**src/rtl/sprite_layer_renderer_if.sv**
```systemverilog
`default_nettype none
// ============================================================================
// Module   : sprite_layer_renderer_if
// Purpose  : Groups the sprite configuration write port and the per-channel
//            sprite ROM bus of the sprite layer renderer.
// Signals  : cfg_we/cfg_sel/cfg_x/cfg_y/cfg_en/cfg_flip - shadow config write
//            rom_addr - per-channel ROM address (channel k = slice k)
//            rom_q    - per-channel ROM data, 1-cycle synchronous read
// Modports : master - configuration source and ROM owner
//            slave  - the renderer
// Revision : 1.0 - initial release
// ============================================================================
interface sprite_layer_renderer_if #(
  parameter int N_SPR  = 4,
  parameter int IDX_W  = 4,
  parameter int ADDR_W = 12
);
  localparam int ID_W = (N_SPR > 1) ? $clog2(N_SPR) : 1;

  logic                    cfg_we;
  logic [ID_W-1:0]         cfg_sel;
  logic [9:0]              cfg_x;
  logic [9:0]              cfg_y;
  logic                    cfg_en;
  logic                    cfg_flip;
  logic [N_SPR*ADDR_W-1:0] rom_addr;
  logic [N_SPR*IDX_W-1:0]  rom_q;

  modport master (
    output cfg_we, cfg_sel, cfg_x, cfg_y, cfg_en, cfg_flip, rom_q,
    input  rom_addr
  );

  modport slave (
    input  cfg_we, cfg_sel, cfg_x, cfg_y, cfg_en, cfg_flip, rom_q,
    output rom_addr
  );
endinterface
`default_nettype wire

```
**src/rtl/sprite_layer_renderer.sv**
```systemverilog
`default_nettype none
// ============================================================================
// Module   : sprite_layer_renderer
// Purpose  : Overlays up to N_SPR sprites (SPR_W x SPR_H) on the VGA raster.
//            Per-sprite X-flip, transparent index, fixed priority (lowest
//            channel wins). Sprite placement is double-buffered: writes land
//            in a shadow copy that becomes active on frame_start.
// Ports    : vga_clk     - pixel clock
//            reset_n     - asynchronous active-low reset
//            DrawX/DrawY - current raster position
//            frame_start - copies shadow config to active
//            bus         - config write port and per-channel ROM bus (slave)
//            pix_idx     - winning palette index (registered)
//            spr_id      - winning channel (registered)
//            sprite_on   - an opaque sprite pixel is present (registered)
// Latency  : outputs belong to the DrawX/DrawY presented 2 cycles earlier.
// Revision : 1.0 - initial release
// ============================================================================
module sprite_layer_renderer #(
  parameter int N_SPR  = 4,
  parameter int SPR_W  = 55,
  parameter int SPR_H  = 55,
  parameter int IDX_W  = 4,
  parameter int TRANS  = 0,
  parameter int ADDR_W = 12
) (
  input  logic                        vga_clk,
  input  logic                        reset_n,
  input  logic [9:0]                  DrawX,
  input  logic [9:0]                  DrawY,
  input  logic                        frame_start,
  sprite_layer_renderer_if.slave      bus,
  output logic [IDX_W-1:0]            pix_idx,
  output logic [((N_SPR > 1) ? $clog2(N_SPR) : 1)-1:0] spr_id,
  output logic                        sprite_on
);

  localparam int ID_W = (N_SPR > 1) ? $clog2(N_SPR) : 1;

  localparam logic [10:0]      C_SPR_W = 11'(SPR_W);
  localparam logic [10:0]      C_SPR_H = 11'(SPR_H);
  localparam logic [IDX_W-1:0] C_TRANS = IDX_W'(TRANS);
  localparam logic [ID_W:0]    C_NSPR  = (ID_W + 1)'(N_SPR);

  // shadow (written by cfg port) and active (used by hit test) config
  logic [9:0] r_sh_x    [N_SPR];
  logic [9:0] r_sh_y    [N_SPR];
  logic       r_sh_en   [N_SPR];
  logic       r_sh_flip [N_SPR];
  logic [9:0] r_act_x    [N_SPR];
  logic [9:0] r_act_y    [N_SPR];
  logic       r_act_en   [N_SPR];
  logic       r_act_flip [N_SPR];

  logic              w_sel_ok;
  logic [N_SPR-1:0]  w_hit;
  logic [N_SPR-1:0]  r_hit_d;
  logic [N_SPR-1:0]  w_opaque;
  logic [IDX_W-1:0]  w_q [N_SPR];

  logic              w_win_on;
  logic [ID_W-1:0]   w_win_id;
  logic [IDX_W-1:0]  w_win_idx;

  // Channel numbers beyond N_SPR are possible when N_SPR is not a power of 2
  assign w_sel_ok = ({1'b0, bus.cfg_sel} < C_NSPR);

  // --------------------------------------------------------------------------
  // Configuration: non-blocking copy means a write coinciding with
  // frame_start reaches shadow only; active picks up the old shadow value.
  // --------------------------------------------------------------------------
  always_ff @(posedge vga_clk or negedge reset_n) begin
    if (!reset_n) begin
      for (int k = 0; k < N_SPR; k++) begin
        r_sh_x[k]     <= '0;
        r_sh_y[k]     <= '0;
        r_sh_en[k]    <= 1'b0;
        r_sh_flip[k]  <= 1'b0;
        r_act_x[k]    <= '0;
        r_act_y[k]    <= '0;
        r_act_en[k]   <= 1'b0;
        r_act_flip[k] <= 1'b0;
      end
    end else begin
      if (frame_start) begin
        for (int k = 0; k < N_SPR; k++) begin
          r_act_x[k]    <= r_sh_x[k];
          r_act_y[k]    <= r_sh_y[k];
          r_act_en[k]   <= r_sh_en[k];
          r_act_flip[k] <= r_sh_flip[k];
        end
      end
      if (bus.cfg_we && w_sel_ok) begin
        r_sh_x[bus.cfg_sel]    <= bus.cfg_x;
        r_sh_y[bus.cfg_sel]    <= bus.cfg_y;
        r_sh_en[bus.cfg_sel]   <= bus.cfg_en;
        r_sh_flip[bus.cfg_sel] <= bus.cfg_flip;
      end
    end
  end

  // --------------------------------------------------------------------------
  // Stage 0: per-channel hit test and ROM address
  // --------------------------------------------------------------------------
  for (genvar k = 0; k < N_SPR; k++) begin : g_chan
    logic [10:0]       w_px;
    logic [10:0]       w_py;
    logic [10:0]       w_ox;
    logic [10:0]       w_oy;
    logic [10:0]       w_dx;
    logic [10:0]       w_dy;
    logic [10:0]       w_col;
    logic [ADDR_W-1:0] w_addr;

    // 11-bit zero-extended compares: the box end x+SPR_W can exceed 1023
    // without wrapping, so nothing near column 0 is falsely hit.
    assign w_px = {1'b0, DrawX};
    assign w_py = {1'b0, DrawY};
    assign w_ox = {1'b0, r_act_x[k]};
    assign w_oy = {1'b0, r_act_y[k]};
    assign w_dx = w_px - w_ox;
    assign w_dy = w_py - w_oy;

    assign w_hit[k] = r_act_en[k] &
                      (w_px >= w_ox) & (w_px < w_ox + C_SPR_W) &
                      (w_py >= w_oy) & (w_py < w_oy + C_SPR_H);

    assign w_col  = r_act_flip[k] ? (C_SPR_W - 11'd1 - w_dx) : w_dx;
    // The valid address range fits in ADDR_W, so modular arithmetic is exact
    assign w_addr = ADDR_W'(w_col) + ADDR_W'(w_dy) * ADDR_W'(C_SPR_W);

    assign bus.rom_addr[k*ADDR_W +: ADDR_W] = w_hit[k] ? w_addr : '0;

    assign w_q[k]      = bus.rom_q[k*IDX_W +: IDX_W];
    assign w_opaque[k] = r_hit_d[k] & (w_q[k] != C_TRANS);
  end

  // --------------------------------------------------------------------------
  // Stage 1: align hit flags with the synchronous ROM data
  // --------------------------------------------------------------------------
  always_ff @(posedge vga_clk or negedge reset_n) begin
    if (!reset_n) begin
      r_hit_d <= '0;
    end else begin
      r_hit_d <= w_hit;
    end
  end

  // --------------------------------------------------------------------------
  // Stage 2: fixed priority, lowest opaque channel wins
  // --------------------------------------------------------------------------
  always_comb begin
    w_win_on  = 1'b0;
    w_win_id  = '0;
    w_win_idx = '0;
    // Scan high to low so the lowest opaque channel is written last
    for (int k = N_SPR - 1; k >= 0; k--) begin
      if (w_opaque[k]) begin
        w_win_on  = 1'b1;
        w_win_id  = ID_W'(k);
        w_win_idx = w_q[k];
      end
    end
  end

  always_ff @(posedge vga_clk or negedge reset_n) begin
    if (!reset_n) begin
      sprite_on <= 1'b0;
      spr_id    <= '0;
      pix_idx   <= '0;
    end else begin
      sprite_on <= w_win_on;
      spr_id    <= w_win_id;
      pix_idx   <= w_win_idx;
    end
  end

endmodule
`default_nettype wire

```
**src/flat_wrapper.sv**
```systemverilog
// flat-port wrapper written by rule: the top's interface ports become plain ports
module sprite_layer_renderer_flat 
#(
  parameter int N_SPR  = 4,
  parameter int SPR_W  = 55,
  parameter int SPR_H  = 55,
  parameter int IDX_W  = 4,
  parameter int TRANS  = 0,
  parameter int ADDR_W = 12
)
  (vga_clk, reset_n, DrawX, DrawY, frame_start, pix_idx, spr_id, sprite_on, bus_cfg_we, bus_cfg_sel, bus_cfg_x, bus_cfg_y, bus_cfg_en, bus_cfg_flip, bus_rom_q, bus_rom_addr);
  sprite_layer_renderer_if #(.N_SPR(N_SPR), .IDX_W(IDX_W), .ADDR_W(ADDR_W)) bus_i ();
  input  logic vga_clk;
  input  logic reset_n;
  input  logic [9:0] DrawX;
  input  logic [9:0] DrawY;
  input  logic frame_start;
  output logic [IDX_W-1:0] pix_idx;
  output logic [((N_SPR > 1) ? $clog2(N_SPR) : 1)-1:0] spr_id;
  output logic sprite_on;
  input wire logic [$bits(bus_i.cfg_we)-1:0] bus_cfg_we;
  input wire logic [$bits(bus_i.cfg_sel)-1:0] bus_cfg_sel;
  input wire logic [$bits(bus_i.cfg_x)-1:0] bus_cfg_x;
  input wire logic [$bits(bus_i.cfg_y)-1:0] bus_cfg_y;
  input wire logic [$bits(bus_i.cfg_en)-1:0] bus_cfg_en;
  input wire logic [$bits(bus_i.cfg_flip)-1:0] bus_cfg_flip;
  input wire logic [$bits(bus_i.rom_q)-1:0] bus_rom_q;
  output wire logic [$bits(bus_i.rom_addr)-1:0] bus_rom_addr;
  assign bus_i.cfg_we = bus_cfg_we;
  assign bus_i.cfg_sel = bus_cfg_sel;
  assign bus_i.cfg_x = bus_cfg_x;
  assign bus_i.cfg_y = bus_cfg_y;
  assign bus_i.cfg_en = bus_cfg_en;
  assign bus_i.cfg_flip = bus_cfg_flip;
  assign bus_i.rom_q = bus_rom_q;
  assign bus_rom_addr = bus_i.rom_addr;
  sprite_layer_renderer #(.N_SPR(N_SPR), .SPR_W(SPR_W), .SPR_H(SPR_H), .IDX_W(IDX_W), .TRANS(TRANS), .ADDR_W(ADDR_W)) u_core (.vga_clk(vga_clk), .reset_n(reset_n), .DrawX(DrawX), .DrawY(DrawY), .frame_start(frame_start), .bus(bus_i), .pix_idx(pix_idx), .spr_id(spr_id), .sprite_on(sprite_on));
endmodule
```
**config.mk**
```make
export PLATFORM = sky130hd
export DESIGN_NAME = sprite_layer_renderer_flat
export DESIGN_NICKNAME = d
export VERILOG_FILES = /design/src/rtl/sprite_layer_renderer_if.sv /design/src/rtl/sprite_layer_renderer.sv /design/src/flat_wrapper.sv
export SDC_FILE = /design/constraint.sdc
export NUM_CORES = 1
export LEC_CHECK = 0
export CORE_MARGIN = 8
export CORE_UTILIZATION = 62
export CTS_CLUSTER_SIZE = 8
export DETAILED_ROUTE_END_ITERATION = 6
export HOLD_SLACK_MARGIN = 0.1
export PLACE_DENSITY = 0.8
export SETUP_SLACK_MARGIN = 0.15
export SLEW_MARGIN = 40
export SYNTH_ARGS = -nofsm -noshare
export SYNTH_HDL_FRONTEND = slang
export SYNTH_SLANG_ARGS = --single-unit
```
**constraint.sdc**
```tcl
create_clock -name vga_clk -period 10.6 [get_ports vga_clk]
set_input_delay 2.12 -clock vga_clk [delete_from_list [all_inputs] [get_ports vga_clk]]
set_output_delay 2.12 -clock vga_clk [all_outputs]
set_load 0.1 [all_outputs]
```
==> results of run 1 <==
-- layer usage --
| layer | wire length [um] | GRT usage [%] | vias up |
|---|---|---|---|
| li1 | - | - | 8280 |
| met3 | 4100 | 4.68 | 94 |
| met5 | 0 | 0 | - |
| met1 | 22700 | 35.6 | 8618 |
| met2 | 26500 | 47.3 | 591 |
| met4 | 1310 | 8.52 | 0 |
-- stage by stage --
stage          std cells  util (%)  hold WS (ps)
3_3_place_gp        2884      69.9           458
3_5_place_dp        2886      69.8           467
6_report            2935      73.9           480
4_1_cts             2920      72.0           479
2_1_floorplan       2323         -           444
5_1_grt             2935      73.9           505
-- worst register-to-register path: cells and delay by family, from the launching register on --
family / cells / cell delay, ps
AO/OA/AOI/OAI: 3 / 940
XOR/XNOR: 1 / 170
buffers and inverters: 2 / 560
AND/OR/NAND/NOR: 5 / 1140
adder cells (fa/ha/maj): 2 / 440
flip-flops: 1 / 390
-- cells in the mapped netlist, drive strengths merged (8+ instances only) --
library cell | count | area share, %
and2 | 21 | 0.64
or3 | 19 | 0.60
nand2 | 175 | 3.2
o21a | 29 | 1.1
xor2 | 70 | 3.0
o211ai | 17 | 0.62
nand2b | 29 | 0.88
o41ai | 8 | 0.49
fa | 108 | 10
nor4 | 26 | 0.82
or2 | 22 | 0.67
xnor2 | 123 | 5.3
o2111ai | 9 | 0.38
o31ai | 9 | 0.33
nor2b | 32 | 1.0
nand3 | 32 | 0.78
a21oi | 105 | 2.6
and3 | 15 | 0.46
o31a | 9 | 0.38
a21o | 22 | 0.80
nand3b | 10 | 0.36
nor3 | 48 | 1.2
nand4 | 26 | 0.79
a31oi | 21 | 0.64
ha | 276 | 17
inv | 339 | 6.2
nor2 | 111 | 2.0
mux2 | 97 | 5.3
buf | 13 | 0.26
o21bai | 11 | 0.40
o21ai | 165 | 4.0
dfrtp | 187 | 23
a211oi | 14 | 0.51
clkbuf | 39 | 0.71
-- flip-flops by register name, indices dropped and copies added, names as in the netlist --
register	count
u_core.g_chan.w_ox	40
u_core.g_chan.w_oy	40
u_core.pix_idx	4
u_core.r_act_en	4
u_core.r_act_flip	4
u_core.r_hit_d	4
u_core.r_sh_en	4
u_core.r_sh_flip	4
u_core.r_sh_x	40
u_core.r_sh_y	40
u_core.spr_id	2
u_core.sprite_on	1
-- timing repair --
item	4_1_cts	5_1_grt
resized for setup	26	87
pin swaps	5	35
endpoints found under the setup margin	4	6
setup buffers	2	14
-- worst max path at each step --
stage	startpoint	endpoint	slack, ps	cells after the start
after global placement	DrawY[0]	bus_rom_addr[23]	30	26
after floorplan	DrawY[0]	bus_rom_addr[34]	230	20
after detailed placement	DrawY[0]	bus_rom_addr[47]	-80	24
final	DrawY[2]	bus_rom_addr[47]	270	25
after global routing	DrawY[6]	bus_rom_addr[11]	110	23
after CTS	DrawY[0]	bus_rom_addr[47]	140	24
-- cells in the final DEF (no fill, tap or decap), types with 21 or more instances in the layout --
cell type          n
fa_1             103
nand2b_1          28
nand4_1           26
a21oi_1           89
nor4_1            23
buf_4             78
nor2_1           106
inv_1            330
mux2_2            97
xor2_1            68
a21o_1            22
clkdlybuf4s50_1   59
o21a_1            29
buf_12            26
nand2_1          175
o21ai_0          156
ha_1             252
and2_1            21
nor2b_1           27
xnor2_1          107
dfrtp_1          187
nor3_1            44
nand3_1           30
-- cell type report --
class	instances	area [um^2]	area share (%)
Clock buffer	18	439	1.82
Clock inverter	14	150	0.623
Inverter	339	1270	5.28
Multi-Input combinational cell	1745	15100	62.7
Sequential cell	187	4680	19.4
Tap cell	442	553	2.29
Timing Repair Buffer	190	1910	7.92
-- logic make-up after synthesis --
kind of cell	synth area share [%]
AO/OA/AOI/OAI	14.6
flip-flops	22.7
adder cells (fa/ha/maj)	27.4
AND/OR/NAND/NOR	14.2
multiplexers	5.59
buffers and inverters	7.14
XOR/XNOR	8.38
==> flow_metrics.tcl, run 1 <==
set metrics [dict create \
    placementRows 66 \
    worstPathMaxFanout 6 \
    yosysWarnings 0 \
    synth_cell_types 75 \
    num_antenna_cells 0 \
    worst_path_max_delay_cell "clkdlybuf4s50_1" \
    dp_slack_ps -81.1 \
    max_freq_mhz 96.8 \
    ff2ff_path_depth 13 \
    fill_cells 2346 \
    dp_hpwl_mm 42.7 \
    cts_root_buffer "clkbuf_16" \
    cts_num_sinks 187 \
    syn-cell-area_um2 20600 \
    place_congestion 0.955 \
    first_global_vias 18000 \
    final-hold-violation-count 0 \
    crit_family "adder cells" \
    rsz0062_at_grt "yes" \
    maxCapViolations 0 \
    report.final.slew_viol_count 0 \
    fin_ws_ps 269 \
    cp-start-kind "input port" \
    whs_endpoint "u_core.g_chan[2].w_ox[6]$_DFFE_PN0P_" \
    hold_start "u_core.r_sh_x[16]$_DFFE_PN0P_" \
    cts-buffers-inserted 17 \
    path_clk_slew_ps 70 \
    syn2layout_area_growth_pct 16.9 \
    status "finished, final reports clean" \
    drc 0 \
    antenna_found_initial 2 \
    ctsHtreeMaxLevel 4 \
    clk_latency_ps 430 \
    core_um2 32600 \
    grt_remaining_overflow 0 \
    path_buf_inv 7 \
    arrival_ps 8210 \
    synth_edf_count 0 \
    r2r_slack_ps 6840 \
    via_per_inst 5.99 \
    pin_count 119 \
    crit_required_ps 8480 \
    nets 2928 \
    ys_seq_area_share_pct 22.7 \
    worstHoldPathCells 2 \
    wire_per_inst_um 18.6 \
    grt_pass1_wl_mm 88.6 \
    grt_usage_pct 27.7 \
    synthFlopType "dfrtp_1" \
    cts_tree "done" \
    synth.avg_cell_area_um2 8.88 \
    setup_viol_count_final 0 \
    cts_buffer_depth 2 \
    holdBufCountCts 0 \
    synthCells 2323 \
    hold_class "flop to flop" \
    portBuffers 118 \
    vias 17600 \
    placed_area_um2 22800 \
    die_w_um 198 \
    r2r_end "u_core.r_hit_d[0]$_DFF_PN0_" \
    initial_core_util_pct 63.2 \
    path_class "input port to output port" \
    dieArea_um2 39400 \
    finalCriticalPeriod_ps 10330 \
    r2r_start "u_core.g_chan[0].w_oy[1]$_DFFE_PN0P_" \
    ys_ff_latch 187 \
    grt_max_degree 110 \
    ant_nets 0 \
    post-route-period-util_pct 97.5 \
    stdcell_area_um2 24100 \
    fin_setup_tns_ps 0 \
    finalClockSkew_ps 15.3 \
    drive_above_1_share_pct 15.9 \
    max_slew_margin_pct 49.3 \
    tightest_slew_ps 751 \
    async_reset_ff_share_pct 100 \
    critPathMaxStageDelay_ps 550 \
    syn_nets 2771 \
    first_pass_iters 5 \
    fp.dieH_um 198 \
    drtIter0Drc 1268 \
    wl_mm 54.6 \
    critPathCaptureType "output port" \
]
Power of run 1 is left out: the tool's default activity adds up to more than one toggle a clock period on the data nets, which glitch-free logic cannot reach.
==> inputs of run 2 (changes only) <==
Settings changed: CORE_UTILIZATION 62 to 63, CTS_BUF_LIST from default to sky130_fd_sc_hd__clkbuf_4, CTS_CLUSTER_SIZE 8 to default, PLACE_DENSITY 0.8 to 0.82.
Clock period 10.6 ns to 10.3 ns, I/O delays scaled along.
==> flow_metrics.tcl, run 2 (same netlist as run 1, synthesis figures left out) <==
set metrics [dict create \
    initial_core_util_pct 63.7 \
    cts_buffer_depth 2 \
    grt_remaining_overflow 0 \
    vias 17800 \
    antenna_found_initial 0 \
    final_common_cell "inv_1" \
    placementRows 66 \
    report.final.slew_viol_count 0 \
    die_w_um 197 \
    max_freq_mhz 99.9 \
    crit_chain "clkdlybuf4s50_1 -> buf_4 -> ha_1 -> nand4_1 -> a21oi_1 -> nor3_2 -> xnor2_1 -> buf_4 -> xor2_1 -> ha_1 -> fa_1 -> inv_1 -> fa_1 -> fa_1 -> xor2_1 -> xnor2_2 -> or4_1 -> o31ai_1 -> a211o_1 -> xnor2_2 -> xnor2_2 -> mux2i_4 -> buf_12" \
    rsz0062_at_grt "yes" \
    r2r_start "u_core.g_chan[0].w_ox[1]$_DFFE_PN0P_" \
    critPathMaxStageDelay_ps 490 \
    max_slew_margin_pct 50.7 \
    clk_latency_ps 570 \
    via_per_inst 6.00 \
    grt_usage_pct 27.6 \
    whs_endpoint "u_core.g_chan[3].w_ox[9]$_DFFE_PN0P_" \
    finalCriticalPeriod_ps 10010 \
    cts-buffers-inserted 17 \
    drc 0 \
    first_pass_iters 6 \
    ctsHtreeMaxLevel 4 \
    syn2layout_area_growth_pct 17.2 \
    cts_tree "done" \
    core_um2 32400 \
    dp_slack_ps -166 \
    drive_above_1_share_pct 17.5 \
    finalClockSkew_ps 33.5 \
    ant_nets 0 \
    status "finished, final reports clean" \
    dp_hpwl_mm 43.2 \
    first_global_vias 17800 \
    fill_cells 2323 \
    maxCapViolations 0 \
    hold_start "u_core.r_sh_x[9]$_DFFE_PN0P_" \
    cts_num_sinks 187 \
    fin_ws_ps 292 \
    multiInputGateArea_um2 15200 \
    fp.dieH_um 197 \
    r2r_end "u_core.r_hit_d[0]$_DFF_PN0_" \
    seq_area_um2 4680 \
    wl_mm 54.6 \
    path_clk_slew_ps 150 \
    wire_per_inst_um 18.4 \
    worstHoldPathCells 2 \
    critPathCaptureType "output port" \
    r2r_slack_ps 6760 \
    post-route-period-util_pct 97.2 \
    num_antenna_cells 0 \
    placed_area_um2 23000 \
    nets 2968 \
    worst_path_max_delay_cell "ha_1" \
    grt_max_degree 107 \
    final-hold-violation-count 0 \
    arrival_ps 7950 \
    stdcell_area_um2 24200 \
    hold_class "flop to flop" \
    crit_required_ps 8240 \
    cts_root_buffer "clkbuf_4" \
    pin_count 119 \
    final_util_pct 74.7 \
    place_congestion 0.974 \
    cp-start-kind "input port" \
    grt_pass1_wl_mm 87.7 \
    setup_viol_count_final 0 \
    ff2ff_path_depth 12 \
    tightest_slew_ps 733 \
    layout_common_cells "330 x inv_1, 256 x ha_1, 187 x dfrtp_1, 173 x nand2_1, 157 x o21ai_0" \
    worstPathMaxFanout 7 \
    portBuffers 118 \
    path_class "input port to output port" \
    dieArea_um2 38800 \
    drtIter0Drc 1488 \
]
[run 2: cell types whose count changed in the layout (fill, tap and decap cells not counted), moves of 4 or more]
cell       change
buf_4         +42
clkbuf_16     -17
clkbuf_4      +17
ha_2           -5
xor2_2         +5
clkinv_2       +4
ha_1           +4
inv_6          -4
o21ai_1        -4
xor2_1         -4
[run 2: area by class of cell]
cell class	count	share of cell area [%]
Clock buffer	17	0.528
Clock inverter	13	0.533
Inverter	339	5.26
Multi-Input combinational cell	1745	62.9
Sequential cell	187	19.4
Tap cell	442	2.29
Timing Repair Buffer	230	9.17
[run 2: repair_timing]
| item | in CTS | in global routing |
|---|---|---|
| pin swaps | 21 | 69 |
| setup endpoints to repair | 5 | 7 |
| hold buffers | 0 | 0 |
| buffers inserted | 6 | 23 |
| resized for setup | 46 | 89 |
[run 2: worst max-delay path by stage]
| stage | from | slack (ps) | depth (start not counted) | endpoint |
|---|---|---|---|---|
| 3_3_place_gp | DrawY[0] | -50 | 26 | bus_rom_addr[35] |
| 6_report | DrawY[7] | 290 | 23 | bus_rom_addr[23] |
| 4_1_cts | DrawY[2] | 140 | 27 | bus_rom_addr[35] |
| 5_1_grt | DrawY[6] | 50 | 23 | bus_rom_addr[11] |
| 2_1_floorplan | DrawY[0] | 90 | 20 | bus_rom_addr[22] |
| 3_5_place_dp | DrawY[0] | -170 | 26 | bus_rom_addr[35] |
[run 2: metrics by stage]
stage / setup TNS (ps) / hold WS (ps) / instances
finish: 0 / 487 / 2973
global placement: -76.6 / 459 / 2912
floorplan: 0 / 444 / 2323
CTS: 0 / 490 / 2950
detailed placement: -423 / 467 / 2914
global route: 0 / 517 / 2973
[run 2: per-layer routing]
| metal | up-vias | wire, um | global-route usage [%] |
|---|---|---|---|
| met5 | - | 0 | 0 |
| met4 | 0 | 1640 | 8.22 |
| met2 | 573 | 26300 | 46.4 |
| met1 | 8769 | 23200 | 36.4 |
| li1 | 8374 | - | - |
| met3 | 110 | 3450 | 4.16 |
[run 2: critical path: cells and delay by family]
family	cells	cell delay [ps]
xor gates and xnor gates	6	1100
AOI/OAI and AO/OA	3	570
muxes	1	290
adders and majority gates	5	2100
and+or+nand+nor	3	740
buffers and inverters	5	1100
Power of run 2 is left out for the same reason.
==> inputs of run 3 (changes only) <==
Settings changed: CORE_MARGIN 8 to 1.
==> flow_metrics.tcl, run 3 (same netlist as run 1, synthesis figures left out) <==
set metrics [dict create \
    report.final.slew_viol_count 0 \
    whs_endpoint "u_core.g_chan[1].w_ox[8]$_DFFE_PN0P_" \
    syn2layout_area_growth_pct 16.0 \
    place_congestion 0.961 \
    final-hold-violation-count 0 \
    drive_above_1_share_pct 16.4 \
    core_um2 31900 \
    crit_required_ps 8240 \
    ctsHtreeMaxLevel 4 \
    path_buf_inv 4 \
    cts_num_sinks 187 \
    num_antenna_cells 0 \
    wl_mm 53.5 \
    r2r_start "u_core.g_chan[0].w_oy[1]$_DFFE_PN0P_" \
    cts-buffers-inserted 17 \
    post-route-period-util_pct 96.5 \
    drtIter0Drc 1324 \
    critPathCaptureType "output port" \
    ff2ff_path_depth 14 \
    dp_slack_ps -124 \
    dp_hpwl_mm 42.3 \
    hold_start "u_core.r_sh_x[28]$_DFFE_PN0P_" \
    fin_setup_tns_ps 0 \
    finalCriticalPeriod_ps 9940 \
    nets 2961 \
    via_per_inst 5.98 \
    clk_latency_ps 570 \
    dp_cells 2918 \
    crit_top_cell "fa_1" \
    grt_usage_pct 32.7 \
    maxCapViolations 0 \
    multiInputGateArea_um2 15000 \
    path_clk_slew_ps 160 \
    grt_pass1_wl_mm 87.4 \
    dieArea_um2 33500 \
    worstHoldPathCells 2 \
    initial_core_util_pct 64.7 \
    r2r_slack_ps 6860 \
    first_pass_iters 6 \
    first_global_vias 17900 \
    hold_class "flop to flop" \
    crit_family "adder cells" \
    setup_viol_count_final 0 \
    status "finished, final reports clean" \
    finalClockSkew_ps 21.5 \
    die_w_um 183 \
    wire_per_inst_um 18.1 \
    r2r_end "u_core.r_hit_d[0]$_DFF_PN0_" \
    max_slew_margin_pct 45.4 \
    worstPathMaxFanout 4 \
    grt_remaining_overflow 0 \
    critPathMaxStageDelay_ps 560 \
    fill_cells 2303 \
    path_class "input port to output port" \
    ant_nets 0 \
    cts_tree "done" \
    grt_max_degree 107 \
    crit_chain "clkdlybuf4s50_1 -> ha_1 -> or2_1 -> and4b_1 -> nor2_2 -> xor2_2 -> fa_1 -> fa_1 -> fa_1 -> inv_1 -> fa_1 -> inv_1 -> ha_1 -> or2_2 -> a21oi_2 -> a31oi_2 -> a21o_1 -> a21oi_2 -> xnor2_2 -> xnor2_2 -> mux2i_4 -> buf_12" \
    whs_ps 483 \
    placementRows 65 \
    seq_area_um2 4680 \
    fin_ws_ps 360 \
    arrival_ps 7880 \
    cts_root_buffer "clkbuf_4" \
    rsz0062_at_grt "yes" \
    final_common_cell "inv_1" \
    drc 0 \
    antenna_found_initial 1 \
    layout_common_cells "333 x inv_1, 261 x ha_1, 187 x dfrtp_1, 174 x nand2_1, 157 x o21ai_0" \
    layout.cells.non_filler 2961 \
    fp.dieH_um 183 \
    cts_buffer_depth 2 \
    cp-start-kind "input port" \
    max_freq_mhz 101 \
    path_depth 22 \
    worst_path_max_delay_cell "fa_1" \
    pin_count 119 \
    portBuffers 118 \
    tightest_slew_ps 808 \
    vias 17700 \
]
## run 3: changes by cell type in the layout (fill, tap and decap cells not counted), moves of 4 or more
cell / delta
inv_6: +5
xnor2_1: +5
buf_4: -4
clkinv_2: -4
xnor2_2: -5
ha_4: -8
ha_1: +5
## run 3: layout make-up
cell class / instances / share of cell area, %
Clock inverter: 15 / 0.670
Sequential cell: 187 / 19.6
Inverter: 339 / 5.32
Tap cell: 435 / 2.28
Timing Repair Buffer: 223 / 8.88
Multi-Input combinational cell: 1745 / 62.7
Clock buffer: 17 / 0.534
## run 3: worst max path at each step
stage,to,start,slack [ps]
4_1_cts,bus_rom_addr[23],DrawY[3],110
3_3_place_gp,bus_rom_addr[23],DrawY[0],5
2_1_floorplan,bus_rom_addr[22],DrawY[0],90
5_1_grt,bus_rom_addr[35],DrawY[0],90
6_report,bus_rom_addr[23],DrawY[6],360
3_5_place_dp,bus_rom_addr[11],DrawY[0],-120
## run 3: repair_timing
item,CTS,global route
pin swaps,15,40
setup endpoints to repair,5,6
hold buffers,0,0
resized for setup,42,64
setup buffers,1,10
## run 3: through the flow
stage          util [%]  cell area [um^2]
6_report           75.0             23900
5_1_grt            75.0             23900
4_1_cts            73.8             23500
3_5_place_dp       72.3             23100
3_3_place_gp       72.5             23100
2_1_floorplan         -             20700
## run 3: tightest hold or removal path: cells and delay by family, from the launching register on
kind / cells / cell delay [ps]
AO/OA/AOI/OAI: 1 / 60
flip-flops: 1 / 370
AND/OR/NAND/NOR: 1 / 50
## run 3: metal layers
metal	routed length, um	global-route usage, %	vias up
met5	0	0	-
met3	3270	3.79	113
met4	1840	10.7	0
met1	22900	43.2	8666
li1	-	-	8347
met2	25500	55.8	580
Power of run 3 is left out for the same reason.
